**src/rtl/cpu_mem_arb_pkg.sv**
```systemverilog
// Shared types and default widths for the CPU memory arbiter.
// Optional performance counters are enabled with the macro CPU_MEM_ARB_PERF_EN.
package cpu_mem_arb_pkg;

   localparam int ADDR_W_DEFAULT = 32;
   localparam int DATA_W_DEFAULT = 32;

   // Arbiter transaction phase: choose a requester, present the request, await the response.
   typedef enum logic [1:0] {
      IDLE,
      REQ,
      WAIT
   } arb_state_e;

   // Which pipeline side owns the single outstanding memory transaction.
   typedef enum logic {
      OWN_IM,
      OWN_DM
   } arb_owner_e;

endpackage

```
**src/rtl/cpu_mem_arbiter_if.sv**
```systemverilog
// Downstream single-port memory bus seen by the arbiter.
// The master side issues one request at a time; the slave grants it and returns one response.
interface cpu_mem_arbiter_if
   import cpu_mem_arb_pkg::*;
#(
   parameter int ADDR_W = ADDR_W_DEFAULT,
   parameter int DATA_W = DATA_W_DEFAULT
);

   logic                  mem_req;
   logic                  mem_gnt;
   logic                  mem_we;
   logic [DATA_W/8-1:0]   mem_wstrb;
   logic [ADDR_W-1:0]     mem_addr;
   logic [DATA_W-1:0]     mem_wdata;
   logic                  mem_rvalid;
   logic [DATA_W-1:0]     mem_rdata;

   modport master (
      output mem_req,
      output mem_we,
      output mem_wstrb,
      output mem_addr,
      output mem_wdata,
      input  mem_gnt,
      input  mem_rvalid,
      input  mem_rdata
   );

   modport slave (
      input  mem_req,
      input  mem_we,
      input  mem_wstrb,
      input  mem_addr,
      input  mem_wdata,
      output mem_gnt,
      output mem_rvalid,
      output mem_rdata
   );

endinterface

```
**src/rtl/cpu_mem_arb_perf.sv**
```systemverilog
// Free-running performance counters for the CPU memory arbiter: fetch stall cycles,
// data stall cycles and completed memory responses. 32-bit, wrapping.
// Only compiled when CPU_MEM_ARB_PERF_EN is defined.
`ifdef CPU_MEM_ARB_PERF_EN
module cpu_mem_arb_perf
   import cpu_mem_arb_pkg::*;
(
   input  logic        clk,
   input  logic        reset,
   input  logic        im_stall,
   input  logic        dm_stall,
   input  logic        rvalid,
   output logic [31:0] perf_im_stall_cnt,
   output logic [31:0] perf_dm_stall_cnt,
   output logic [31:0] perf_xact_cnt
);

   logic [2:0] inc;

   assign inc = {rvalid, dm_stall, im_stall};

   generate
      for (genvar gi = 0; gi < 3; gi++) begin : g_cnt
         logic [31:0] cnt_reg;

         // Count one per cycle the matching event is high; natural wrap at 2^32.
         always_ff @(posedge clk or posedge reset) begin
            if (reset) begin
               cnt_reg <= '0;
            end else if (inc[gi]) begin
               cnt_reg <= cnt_reg + 32'd1;
            end
         end
      end
   endgenerate

   assign perf_im_stall_cnt = g_cnt[0].cnt_reg;
   assign perf_dm_stall_cnt = g_cnt[1].cnt_reg;
   assign perf_xact_cnt     = g_cnt[2].cnt_reg;

endmodule
`endif

```
**src/rtl/cpu_mem_arbiter.sv**
```systemverilog
// Shares one single-port memory between instruction fetch and data load/store.
// One transaction outstanding at a time, data side has fixed priority over fetch.
// Completed responses are held (im_have/dm_have) until the whole pipeline advances.
// Define CPU_MEM_ARB_PERF_EN to add the perf_* counter outputs.
module cpu_mem_arbiter
   import cpu_mem_arb_pkg::*;
#(
   parameter int ADDR_W = ADDR_W_DEFAULT,
   parameter int DATA_W = DATA_W_DEFAULT
) (
   input  logic                 clk,
   input  logic                 reset,
   // instruction fetch side
   input  logic                 im_req,
   input  logic [ADDR_W-1:0]    im_addr,
   input  logic                 im_kill,
   output logic [DATA_W-1:0]    im_rdata,
   output logic                 im_stall,
   // data load/store side
   input  logic                 dm_req,
   input  logic                 dm_we,
   input  logic [DATA_W/8-1:0]  dm_wstrb,
   input  logic [ADDR_W-1:0]    dm_addr,
   input  logic [DATA_W-1:0]    dm_wdata,
   output logic [DATA_W-1:0]    dm_rdata,
   output logic                 dm_stall,
   // downstream memory
   cpu_mem_arbiter_if.master    mem
`ifdef CPU_MEM_ARB_PERF_EN
   ,
   output logic [31:0]          perf_im_stall_cnt,
   output logic [31:0]          perf_dm_stall_cnt,
   output logic [31:0]          perf_xact_cnt
`endif
);

   localparam int STRB_W = DATA_W / 8;

   arb_state_e          state_reg;
   arb_state_e          state_next;
   arb_owner_e          owner_reg;

   logic                mem_we_reg;
   logic [STRB_W-1:0]   mem_wstrb_reg;
   logic [ADDR_W-1:0]   mem_addr_reg;
   logic [DATA_W-1:0]   mem_wdata_reg;

   logic [DATA_W-1:0]   im_rdata_reg;
   logic [DATA_W-1:0]   dm_rdata_reg;
   logic                im_have_reg;
   logic                im_have_next;
   logic                dm_have_reg;
   logic                dm_have_next;
   logic                kill_pend_reg;
   logic                kill_pend_next;

   logic                pick_dm;
   logic                pick_im;
   logic                advance;
   logic                im_xact;
   logic                im_discard;
   logic                launch;
   logic                rsp_take;
   logic                mem_req_c;

   // A side wants memory only while its pipeline stage is waiting on a fresh result;
   // a killed fetch is not worth starting.
   assign pick_dm    = dm_req & ~dm_have_reg;
   assign pick_im    = im_req & ~im_have_reg & ~im_kill;

   assign im_stall   = im_req & ~im_have_reg;
   assign dm_stall   = dm_req & ~dm_have_reg;
   assign advance    = ~im_stall & ~dm_stall;

   // A fetch in flight belongs to the old instruction stream once a kill has been seen.
   assign im_xact    = (state_reg != IDLE) && (owner_reg == OWN_IM);
   assign im_discard = kill_pend_reg | im_kill;

   // State register.
   always_ff @(posedge clk or posedge reset) begin
      if (reset) begin
         state_reg <= IDLE;
      end else begin
         state_reg <= state_next;
      end
   end

   // Next-state: IDLE -> REQ on any pending side, REQ -> WAIT on grant, WAIT -> IDLE on response.
   always_comb begin
      state_next = state_reg;
      case (state_reg)
         IDLE:    if (pick_dm || pick_im) state_next = REQ;
         REQ:     if (mem.mem_gnt)        state_next = WAIT;
         WAIT:    if (mem.mem_rvalid)     state_next = IDLE;
         default: state_next = IDLE;
      endcase
   end

   // FSM outputs: request strobe, field-capture enable, response-accept enable.
   always_comb begin
      mem_req_c = 1'b0;
      launch    = 1'b0;
      rsp_take  = 1'b0;
      case (state_reg)
         IDLE:    launch    = pick_dm | pick_im;
         REQ:     mem_req_c = 1'b1;
         WAIT:    rsp_take  = mem.mem_rvalid;
         default: ;
      endcase
   end

   // Capture owner and request fields once per transaction; data side wins a tie.
   always_ff @(posedge clk or posedge reset) begin
      if (reset) begin
         owner_reg     <= OWN_IM;
         mem_we_reg    <= 1'b0;
         mem_wstrb_reg <= '0;
         mem_addr_reg  <= '0;
         mem_wdata_reg <= '0;
      end else if (launch) begin
         if (pick_dm) begin
            owner_reg     <= OWN_DM;
            mem_we_reg    <= dm_we;
            mem_wstrb_reg <= dm_wstrb;
            mem_addr_reg  <= dm_addr;
            mem_wdata_reg <= dm_wdata;
         end else begin
            owner_reg     <= OWN_IM;
            mem_we_reg    <= 1'b0;
            mem_wstrb_reg <= '0;
            mem_addr_reg  <= im_addr;
            mem_wdata_reg <= '0;
         end
      end
   end

   // Result-held flags and kill bookkeeping; a response landing this cycle overrides the advance clear.
   always_comb begin
      im_have_next   = im_have_reg;
      dm_have_next   = dm_have_reg;
      kill_pend_next = kill_pend_reg;
      if (advance) begin
         im_have_next = 1'b0;
         dm_have_next = 1'b0;
      end
      if ((state_reg == IDLE) && im_kill) begin
         im_have_next = 1'b0;
      end
      if (im_xact && im_kill) begin
         kill_pend_next = 1'b1;
      end
      if (rsp_take) begin
         if (owner_reg == OWN_DM) begin
            dm_have_next = 1'b1;
         end else begin
            if (!im_discard) begin
               im_have_next = 1'b1;
            end
            kill_pend_next = 1'b0;
         end
      end
   end

   // Flag registers.
   always_ff @(posedge clk or posedge reset) begin
      if (reset) begin
         im_have_reg   <= 1'b0;
         dm_have_reg   <= 1'b0;
         kill_pend_reg <= 1'b0;
      end else begin
         im_have_reg   <= im_have_next;
         dm_have_reg   <= dm_have_next;
         kill_pend_reg <= kill_pend_next;
      end
   end

   // Response data: steer to the owner; a killed fetch leaves the old instruction in place.
   always_ff @(posedge clk or posedge reset) begin
      if (reset) begin
         im_rdata_reg <= '0;
         dm_rdata_reg <= '0;
      end else if (rsp_take) begin
         if (owner_reg == OWN_DM) begin
            dm_rdata_reg <= mem.mem_rdata;
         end else if (!im_discard) begin
            im_rdata_reg <= mem.mem_rdata;
         end
      end
   end

   assign mem.mem_req   = mem_req_c;
   assign mem.mem_we    = mem_we_reg;
   assign mem.mem_wstrb = mem_wstrb_reg;
   assign mem.mem_addr  = mem_addr_reg;
   assign mem.mem_wdata = mem_wdata_reg;

   assign im_rdata      = im_rdata_reg;
   assign dm_rdata      = dm_rdata_reg;

`ifdef CPU_MEM_ARB_PERF_EN
   cpu_mem_arb_perf u_perf (
      .clk               (clk),
      .reset             (reset),
      .im_stall          (im_stall),
      .dm_stall          (dm_stall),
      .rvalid            (mem.mem_rvalid),
      .perf_im_stall_cnt (perf_im_stall_cnt),
      .perf_dm_stall_cnt (perf_dm_stall_cnt),
      .perf_xact_cnt     (perf_xact_cnt)
   );
`endif

endmodule

```
**src/flat_wrapper.sv**
```systemverilog
// flat-port wrapper written by rule: the top's interface ports become plain ports
module cpu_mem_arbiter_flat import cpu_mem_arb_pkg::*;
#(
   parameter int ADDR_W = ADDR_W_DEFAULT,
   parameter int DATA_W = DATA_W_DEFAULT
)
  (clk, reset, im_req, im_addr, im_kill, im_rdata, im_stall, dm_req, dm_we, dm_wstrb, dm_addr, dm_wdata, dm_rdata, dm_stall, mem_mem_req, mem_mem_we, mem_mem_wstrb, mem_mem_addr, mem_mem_wdata, mem_mem_gnt, mem_mem_rvalid, mem_mem_rdata);
  cpu_mem_arbiter_if #(.ADDR_W(ADDR_W), .DATA_W(DATA_W)) mem_i ();
  input  logic clk;
  input  logic reset;
  input  logic im_req;
  input  logic [ADDR_W-1:0] im_addr;
  input  logic im_kill;
  output logic [DATA_W-1:0] im_rdata;
  output logic im_stall;
  input  logic dm_req;
  input  logic dm_we;
  input  logic [DATA_W/8-1:0] dm_wstrb;
  input  logic [ADDR_W-1:0] dm_addr;
  input  logic [DATA_W-1:0] dm_wdata;
  output logic [DATA_W-1:0] dm_rdata;
  output logic dm_stall;
  output wire logic [$bits(mem_i.mem_req)-1:0] mem_mem_req;
  output wire logic [$bits(mem_i.mem_we)-1:0] mem_mem_we;
  output wire logic [$bits(mem_i.mem_wstrb)-1:0] mem_mem_wstrb;
  output wire logic [$bits(mem_i.mem_addr)-1:0] mem_mem_addr;
  output wire logic [$bits(mem_i.mem_wdata)-1:0] mem_mem_wdata;
  input wire logic [$bits(mem_i.mem_gnt)-1:0] mem_mem_gnt;
  input wire logic [$bits(mem_i.mem_rvalid)-1:0] mem_mem_rvalid;
  input wire logic [$bits(mem_i.mem_rdata)-1:0] mem_mem_rdata;
  assign mem_mem_req = mem_i.mem_req;
  assign mem_mem_we = mem_i.mem_we;
  assign mem_mem_wstrb = mem_i.mem_wstrb;
  assign mem_mem_addr = mem_i.mem_addr;
  assign mem_mem_wdata = mem_i.mem_wdata;
  assign mem_i.mem_gnt = mem_mem_gnt;
  assign mem_i.mem_rvalid = mem_mem_rvalid;
  assign mem_i.mem_rdata = mem_mem_rdata;
  cpu_mem_arbiter #(.ADDR_W(ADDR_W), .DATA_W(DATA_W)) u_core (.clk(clk), .reset(reset), .im_req(im_req), .im_addr(im_addr), .im_kill(im_kill), .im_rdata(im_rdata), .im_stall(im_stall), .dm_req(dm_req), .dm_we(dm_we), .dm_wstrb(dm_wstrb), .dm_addr(dm_addr), .dm_wdata(dm_wdata), .dm_rdata(dm_rdata), .dm_stall(dm_stall), .mem(mem_i));
endmodule
```
**config.mk**
```make
export PLATFORM = sky130hd
export DESIGN_NAME = cpu_mem_arbiter_flat
export DESIGN_NICKNAME = d
export VERILOG_FILES = /design/src/rtl/cpu_mem_arb_pkg.sv /design/src/rtl/cpu_mem_arbiter_if.sv /design/src/rtl/cpu_mem_arb_perf.sv /design/src/rtl/cpu_mem_arbiter.sv /design/src/flat_wrapper.sv
export SDC_FILE = /design/constraint.sdc
export NUM_CORES = 1
export LEC_CHECK = 0
export BUFFER_PORTS_ARGS = -buffer_cell sky130_fd_sc_hd__buf_2
export CAP_MARGIN = 20
export CORE_ASPECT_RATIO = 0.8
export CORE_MARGIN = 4
export CORE_UTILIZATION = 47
export CTS_BUF_LIST = sky130_fd_sc_hd__clkbuf_4 sky130_fd_sc_hd__clkbuf_8 sky130_fd_sc_hd__clkbuf_16
export CTS_CLUSTER_SIZE = 16
export DETAILED_ROUTE_END_ITERATION = 8
export PLACE_DENSITY = 0.86
export SLEW_MARGIN = 5
export SYNTH_ARGS = -nofsm -noshare
export SYNTH_HDL_FRONTEND = slang
export SYNTH_SLANG_ARGS = --single-unit
```
**constraint.sdc**
```tcl
create_clock -name clk -period 4.6 [get_ports clk]
set_input_delay 0.46 -clock clk [delete_from_list [all_inputs] [get_ports clk]]
set_output_delay 0.46 -clock clk [all_outputs]
set_load 0.01 [all_outputs]
```
### Yosys cells after proc, flatten, opt, wreduce, memory -nomap -nowiden

Cells that the tools add are included.

* $add $sub $neg: 0
* multipliers: 0
* div/mod/pow operators: 0
* magnitude comparators: 0
* eq/ne operators: 5
* shift-type cells: 0
* multiplexer cells: 23
* bitwise logic cells: 13
* reductions and logical operators: 9

Operator list (number)
* 2-to-1 mux 32 bit: 2
* 2-to-1 mux 1 bit: 16
* NOT 1 bit: 7
* 2-to-1 mux 2 bit: 3
* case mux 2 bit (3 select lines): 1
* AND reduction 3 bit: 2
* AND 1 bit: 4
* 2-to-1 mux 4 bit: 1
* inequality test 2 bit, second input constant: 2
* logical AND 1 bit: 3
* equality test 2 x 1 -> 1 bit, second input constant: 1
* equality test 2 bit, second input constant: 1
* zero test 2 bit: 1
* inequality test 2 x 1 -> 1 bit, second input constant: 1
* OR 1 bit: 2
* AND reduction 2 bit: 1
* nonzero test 2 bit: 1
* logical OR 1 bit: 1

* flip-flop bits (word level): 139
* bits in latches: 0
* bits in writable memories: 0
* memory bits (read-only): 0
* output and inout bits: 136
* memories: 0

### Depth between registers and ports, before layout

Gate-level depths: netlist of run 1.

* depth after elaboration: 9
* depth in mapped cells: 7

### Least setup slack after synthesis of run 1

OpenSTA, ideal clock, no wires.

* kind: input to register
* from: input im_kill
* to: register u_core.mem_wdata_reg[24], in the netlist u_core.mem.mem_wdata[24]
* library setup time: 127 ps
* arrival time: 1594 ps
* path slack: 2879 ps
* stages: 6
* path buffers: 3
* path through: or3b_2 clkbuf_1 nor2_1 buf_2 clkbuf_2 o21ai_0

* cells in the longest elaborated chain, start to end: 4

Ends and longest elaborated chain
* start, declared: RTL line flat_wrapper.sv:13 `input logic im_kill;`
* NOT 1 bit: RTL line cpu_mem_arbiter.sv:69 `assign pick_im = im_req & ~im_have_reg & ~im_kill;`
* AND 1 bit: RTL line cpu_mem_arbiter.sv:69
* OR 1 bit: RTL line cpu_mem_arbiter.sv:105 `IDLE: launch = pick_dm | pick_im;`
* 2-to-1 mux 1 bit: RTL line cpu_mem_arbiter.sv:104 `case (state_reg)`
* end signal, assigned: RTL line cpu_mem_arbiter.sv:126 `mem_wdata_reg <= dm_wdata;`
* end, declared: RTL line cpu_mem_arbiter.sv:46 `logic [DATA_W-1:0] mem_wdata_reg;`

No other way between the ends.
A chain may end at the register's enable or synchronous reset.

### Worst setup path in the final report of run 1

* from: register u_core.dm_have_reg
* to: output dm_stall

* cells in the longest elaborated chain, start to end: 2

Ends and longest elaborated chain
* start, declared: RTL line cpu_mem_arbiter.sv:52 `logic dm_have_reg;`
* start signal, assigned: RTL line cpu_mem_arbiter.sv:172 `dm_have_reg <= dm_have_next;`
* NOT 1 bit: RTL line cpu_mem_arbiter.sv:72 `assign dm_stall = dm_req & ~dm_have_reg;`
* AND 1 bit: RTL line cpu_mem_arbiter.sv:72
* end, declared: RTL line flat_wrapper.sv:22 `output logic dm_stall;`

No other way between the ends.

==> results of run 1 <==
## placed cells by master, fill, tap and decap left out, drive strengths merged
| cell | synthesis | final |
|---|---|---|
| or4b | 1 | 1 |
| clkinv | 0 | 8 |
| clkinvlp | 0 | 2 |
| o21ai | 40 | 40 |
| a31oi | 1 | 1 |
| nor2b | 2 | 2 |
| nor3 | 1 | 1 |
| mux2 | 64 | 64 |
| nand2b | 2 | 2 |
| nor2 | 3 | 3 |
| a21oi | 1 | 1 |
| nor4b | 1 | 1 |
| or3b | 1 | 1 |
| nand2 | 78 | 78 |
| clkbuf | 32 | 19 |
| buf | 14 | 282 |
| o21ba | 1 | 1 |
| nand4 | 32 | 32 |
| nand3 | 64 | 64 |
| inv | 5 | 7 |
| or2 | 2 | 2 |
| dfrtp | 139 | 139 |
| bufinv | 0 | 1 |
| a211o | 1 | 1 |
| nand3b | 1 | 1 |
| a22oi | 32 | 32 |
| or4 | 1 | 1 |
## power by group
part | switching, mW | internal, mW | total (mW) | leakage (nW)
sequential | 0.342 | 1.80 | 2.14 | 1.74
clock | 0.517 | 0.759 | 1.28 | 0.275
combinational | 1.16 | 0.941 | 2.11 | 2.04
total | 2.02 | 3.50 | 5.52 | 4.05
## cells by family (layout without fill, tap and decap cells)
| kind of cell | count (synthesis) | count (layout) | share of synthesized area (%) |
|---|---|---|---|
| simple gates | 189 | 189 | 15.7 |
| compound gates | 76 | 76 | 8.06 |
| buf+inv | 51 | 319 | 4.14 |
| flops | 139 | 139 | 59.6 |
| mux | 64 | 64 | 12.5 |
## through the flow
stage | hold slack, ns | total power, mW
final | 0.252 | 5.52
after global routing | 0.248 | 5.88
after CTS | 0.241 | 5.58
after detailed placement | 0.487 | 4.28
after global placement | 0.483 | 4.18
after floorplan | 0.495 | 3.37
## cell type report
type	count	area share, %
Sequential cell	139	44.5
Multi-Input combinational cell	329	27.3
Timing Repair Buffer	282	18.3
Clock buffer	19	5.63
Tap cell	152	2.43
Clock inverter	13	1.55
Inverter	5	0.304
## worst min-delay path, stage by stage
cell	delay, ns
buf_2	0.07
nand2_1	0.03
o21ai_0	0.05
## final timing paths
kind | end | cells past startpoint | startpoint
max in group asynchronous | u_core.mem.mem_addr[29] | 3 | reset
worst min register to register | u_core.im_rdata[25] | 1 | u_core.im_rdata[25]
worst min-delay path | u_core.mem.mem_wdata[6] | 3 | dm_wdata[6]
min in group asynchronous | u_core.im_rdata[1] | 2 | reset
worst max-delay path | dm_stall | 4 | u_core.dm_have_reg
worst max register to register | u_core.owner_reg | 4 | u_core.im_have_reg
## routing by layer
metal / part of all wire (%) / up-vias / track usage, %
li1: - / 2355 / -
met3: 8.5 / 34 / 7.34
met5: 0 / - / 0
met2: 50 / 279 / 37.8
met4: 2.2 / 0 / 7.34
met1: 39 / 2474 / 27.5
==> results by group, run 1 <==
STA
  – Period utilization: 50.8%
  – Clock skew: 0.0126 ns
  – RSZ-0062 raised after global routing: no
  – Minimum clock period: 2.34 ns
  – Fmax: 428 MHz
  – Worst slew pin tran: 0.930 ns
  – Setup TNS: 0 ns
  – Slew headroom: 38.0%
  – Setup violators final: 0
  – Final setup margin: 2.26 ns
  – Final Hold Vio Count: 0
  – Max Slew Vio Count: 0

Logic synthesis
  – Register area share after synthesis: 59.6%
  – Post-synth EDFFs: 0
  – Synthesized instance count: 519
  – Yosys cell types: 29
  – Leading cell type by number of instances after synthesis: dfrtp_1
  – Dominant synthesized flop cell: dfrtp_1
  – Main area contributors after synthesis: dfrtp_1, mux2_2, nand3_1
  – Avg Cell Area, Syn: 11.2 um2
  – Post-synthesis net count: 659
  – Yosys top cell area share: 59.6%
  – Top cells by count, synth: dfrtp_1, nand2_1, nand3_1, mux2_2, o21ai_0
  – Ys Warns: 0
  – Cell taking the most area after synthesis: dfrtp_1
  – Post-synth ARST share: 100%
  – Flops & latches, synth: 139
  – Post-synthesis cell area: 5830 um2

Global route
  – First-pass GRT wire length: 25.7 mm
  – Total track usage: 22.4%
  – Total gr overflow: 0
  – Largest net degree at the start of global routing: 109
  – Vias in the first global route: 5,127
  – Initial antenna violation count: 0

Drt
  – # DRC: 0
  – Via density per instance: 5.48
  – Avg WL per Cell: 17.2 um
  – Detailed Route WL: 16.2 mm
  – Drt first pass iters: 5
  – ANT nets after route: 0
  – Detailed Route Iter0 Violations: 285
  – DR vias: 5,142

Cells and area
  – Synthesis-to-finish area growth: 34.0%
  – Layout fillers: 990
  – Share of cells above drive strength 1: 49.4%
  – Final layout net count: 914
  – Register area: 3480 um2
  – Final Core Density: 64.3%
  – N_diodes: 0
  – Finished Layout Cells: 939
  – Area of the multi-input gates: 2140 um2
  – Final Cell Area: 7820 um2

Critical path
  – CP bufs+invs: 3
  – Worst EP required: 4.14 ns
  – CP Max Fanout: 65
  – Worst setup EP type: output port
  – Crit Path Class: reg -> out
  – Crit path cell chain: nand2b_2 -> buf_4 -> inv_1 -> buf_2
  – Slowest CP cell: buf_4
  – Worst Path Arrival: 1.88 ns
  – CP top delay family: buffers and inverters
  – Setup crit start kind: flop
  – R2r setup slk: 2.57 ns
  – CP max stage delay: 0.50 ns

CTS
  – CTS buffer count: 17
  – Clock Pin Slew Worst Setup and Hold Paths: 0.06 ns
  – Postcts setup bufs: 0
  – Worst skew pair latency: 0.41 ns
  – Clock Root Buffer: clkbuf_16
  – Hold buffers post-CTS: 0
  – H-tree level count: 4
  – Clk buf depth: 2
  – Total clock sinks: 139
  – CTS resizes: 0
  – CTS tree: built

Die
  – Die area: 14,300 um2
  – Io pins: 276
  – Die Height: 108 um
  – Area of the core: 12,200 um2
  – Die width: 133 um
  – Initial Util: 48.0%
  – FP Rows: 36

Place
  – Place WS: 2.39 ns
  – # port buffers: 275
  – GPL Wtd Cong: 0.770
  – Post-DP HPWL: 11.3 mm
  – Cell count after placement: 907
  – Area after DPL: 7260 um2

Job
  – Max-cap violations: 0

Hold path
  – Hold Path Class: in -> reg

Power and ir drop
  – Pwr/cell area: 706 nW/um2
  – Pleak: 4.05 nW
  – Peak supply drop: 0.000349 V

Outcome
  – Status: completed
No activity file was read; power rests on OpenSTA's default activity.
==> run 2, diff against run 1 <==
--- a/config.mk
+++ b/config.mk
@@ -5,6 +5,7 @@
 export SDC_FILE = /design/constraint.sdc
 export NUM_CORES = 1
 export LEC_CHECK = 0
+export ABC_AREA = 1
 export BUFFER_PORTS_ARGS = -buffer_cell sky130_fd_sc_hd__buf_2
 export CAP_MARGIN = 20
 export CORE_ASPECT_RATIO = 0.8
@@ -13,7 +14,7 @@
 export CTS_BUF_LIST = sky130_fd_sc_hd__clkbuf_4 sky130_fd_sc_hd__clkbuf_8 sky130_fd_sc_hd__clkbuf_16
 export CTS_CLUSTER_SIZE = 16
 export DETAILED_ROUTE_END_ITERATION = 8
-export PLACE_DENSITY = 0.86
+export PLACE_DENSITY = 0.85
 export SLEW_MARGIN = 5
 export SYNTH_ARGS = -nofsm -noshare
 export SYNTH_HDL_FRONTEND = slang
==> constraint.sdc (replaced) <==
create_clock -name clk -period 2.4 [get_ports clk]
set_input_delay 0.24 -clock clk [delete_from_list [all_inputs] [get_ports clk]]
set_output_delay 0.24 -clock clk [all_outputs]
set_load 0.01 [all_outputs]
==> run 2 against run 1 <==
Against the previous run: final cell count up 25%; cell area up 5.3%; die area up 4.4%; clock skew up 0.0014 ns; utilization up 2.0 points; synthesized area up 4.7%; sequential power up 80%; sequential share of layout area down 2.3 points; flip-flop and latch count unchanged.
==> results by group, run 2 <==
Cells and area
  – Commonest non-fill, non-tap cell in the layout: nand2_1
  – Final layout net count: 1,126 (+23%)
  – Area of the multi-input gates: 2260 um2 (+5.9%)
  – Share of cells above drive strength 1: 33.9% (-15 points)
  – Layout fillers: 1,047 (+5.8%)
  – Synthesis-to-finish area growth: 34.9%
  – Register area: 3480 um2 (unchanged)
  – Most frequent cells in the layout: nand2_1, buf_2, dfrtp_1

STA
  – Max Slew Vio Count: 0 (unchanged)
  – RSZ-0062 raised after global routing: no
  – Worst slew pin tran: 0.702 ns (-0.228 ns)
  – Slew headroom: 53.2% (+15 points)
  – Fmax: 589 MHz
  – Minimum clock period: 1.70 ns
  – Setup TNS: 0 ns (unchanged)
  – Period utilization: 70.7%
  – Setup violators final: 0 (unchanged)
  – Final Hold Vio Count: 0 (unchanged)
  – Hold WS: 0.0299 ns (-0.222 ns)
  – Clock skew: 0.0139 ns (+0.00136 ns)

Logic synthesis
  – Cell taking the most area after synthesis: dfrtp_1
  – Synthesized instance count: 724 (+39%)
  – Main area contributors after synthesis: dfrtp_1, nand2_1, nand3_1
  – Dominant synthesized flop cell: dfrtp_1
  – Yosys cell types: 22 (-24%)
  – Post-synthesis cell area: 6110 um2 (+4.7%)
  – Leading cell type by number of instances after synthesis: nand2_1
  – Post-synth ARST share: 100% (unchanged)
  – Avg Cell Area, Syn: 8.44 um2 (-25%)
  – Top cells by count, synth: nand2_1, dfrtp_1, nand3_1, o21ai_0, buf_2
  – Yosys top cell area share: 57.0% (-2.7 points)
  – Register area share after synthesis: 57.0% (-2.7 points)
  – Post-synth EDFFs: 0 (unchanged)
  – Ys Warns: 0 (unchanged)
  – Flops & latches, synth: 139 (unchanged)
  – Post-synthesis net count: 864 (+31%)

Critical path
  – Crit Path Class: reg -> reg
  – Reg-to-reg endpoint: u_core.dm_rdata[26]
  – CP Max Fanout: 17 (-74%)
  – Launching point of the worst reg2reg path: u_core.state_reg[0]
  – Worst Path Arrival: 2.04 ns (+0.16 ns)
  – Worst setup EP type: flop
  – R2r setup slk: 0.70 ns (-1.87 ns)
  – Setup crit start kind: flop
  – Worst-case reg-to-reg path depth: 6 (+2)
  – Worst EP required: 2.75 ns (-1.39 ns)

Drt
  – Detailed Route WL: 17.9 mm (+11%)
  – Via density per instance: 5.09 (-7.1%)
  – # DRC: 0 (unchanged)
  – Avg WL per Cell: 15.2 um (-11%)
  – DR vias: 5,960 (+16%)
  – Detailed Route Iter0 Violations: 314 (+10%)
  – ANT nets after route: 0 (unchanged)
  – Drt first pass iters: 5 (unchanged)

Die
  – Die width: 135 um (+2.2%)
  – Io pins: 276 (unchanged)
  – Initial Util: 49.1% (+1.2 points)
  – Die Height: 110 um (+2.1%)
  – Die area: 14,900 um2 (+4.4%)
  – Area of the core: 12,400 um2 (+2.2%)
  – FP Rows: 36 (unchanged)

Power and ir drop
  – Pwr/cell area: 1290 nW/um2 (+82%)
  – Peak supply drop: 0.000659 V (+89%)
  – Pleak: 4.83 nW (+19%)

Global route
  – Largest net degree at the start of global routing: 70 (-36%)
  – Initial antenna violation count: 1 (+1)
  – Total track usage: 23.6% (+1.1 points)
  – Total gr overflow: 0 (unchanged)
  – Vias in the first global route: 5,608 (+9.4%)
  – First-pass GRT wire length: 27.7 mm (+8.0%)

CTS
  – Clock Root Buffer: clkbuf_16
  – Clk buf depth: 2 (unchanged)
  – CTS resizes: 0 (unchanged)
  – Hold buffers post-CTS: 1 (+1)
  – Postcts setup bufs: 0 (unchanged)
  – Worst skew pair latency: 0.41 ns (about the same)
  – CTS tree: built
  – CTS buffer count: 17 (unchanged)
  – Clock Pin Slew Worst Setup and Hold Paths: 0.06 ns (about the same)
  – H-tree level count: 4 (unchanged)
  – Total clock sinks: 139 (unchanged)

Place
  – Post-DP HPWL: 13.0 mm (+15%)
  – # port buffers: 275 (unchanged)
  – GPL Wtd Cong: 0.776 (+0.71%)

Hold path
  – WHS Endpoint: u_core.mem.mem_wdata[4]
  – Worst hold stages: 3 (unchanged)
  – Hold Path Class: in -> reg
  – Hold Startpoint: dm_wdata[4]

Outcome
  – Status: completed

Job
  – Max-cap violations: 0 (unchanged)
[run 2: cells by family after synthesis]
family	synth area share (%)
AOI/OAI and AO/OA	5.86
and+or+nand+nor	31.2
DFF	57.0
buffers and inverters	6.00
[run 2: worst max-delay path: stages, from the launching register on]
cell     delay (ns)
dfrtp_1        0.44
inv_2          0.08
nand3_2        0.07
nor2_2         0.55
buf_4          0.34
nand2_1        0.08
nand2_1        0.07
[run 2: through the flow]
step | util [%] | cells | cell area [um2] | setup slack [ns] | power, mW
2_1_floorplan | - | 724 | 6110 | 0.425 | 6.08
3_3_place_gp | 60.8 | 1137 | 7560 | 0.773 | 7.61
3_5_place_dp | 60.8 | 1137 | 7560 | 0.680 | 7.75
4_1_cts | 66.2 | 1170 | 8230 | 0.687 | 10.7
5_1_grt | 66.3 | 1171 | 8240 | 0.571 | 11.3
6_report | 66.3 | 1171 | 8240 | 0.703 | 10.6
[run 2: worst max path at each step]
stage,from,end,slack [ns],cells after the start
floorplan,reset,u_core.dm_have_reg,0.42,1
global placement,u_core.state_reg[0],u_core.dm_rdata[28],0.77,6
detailed placement,u_core.state_reg[0],u_core.dm_rdata[26],0.68,6
CTS,u_core.state_reg[0],u_core.dm_rdata[26],0.69,6
global route,u_core.state_reg[0],u_core.dm_rdata[28],0.57,6
finish,u_core.state_reg[0],u_core.dm_rdata[26],0.70,6
[run 2: per-layer routing]
layer / vias to the layer above / share of wire [%] / global-route usage, %
met5: - / 0 / 0
met4: 0 / 2.2 / 8.35
met1: 2816 / 40 / 28.8
met2: 242 / 49 / 39.8
li1: 2872 / - / -
met3: 30 / 8.9 / 7.37
[run 2: layout make-up]
type / instances / share of cell area [%]
Clock buffer: 17 / 5.16
Multi-Input combinational cell: 521 / 27.5
Inverter: 12 / 0.623
Clock inverter: 15 / 2.87
Sequential cell: 139 / 42.2
Timing Repair Buffer: 295 / 19.0
Tap cell: 171 / 2.60
Antenna cell: 1 / 0.0304
[run 2: power by group]
group | leakage [nW] | internal [mW] | switching (mW)
Clock | 0.318 | 1.87 | 1.05
Sequential | 1.79 | 3.33 | 0.525
Combinational | 2.72 | 1.41 | 2.40
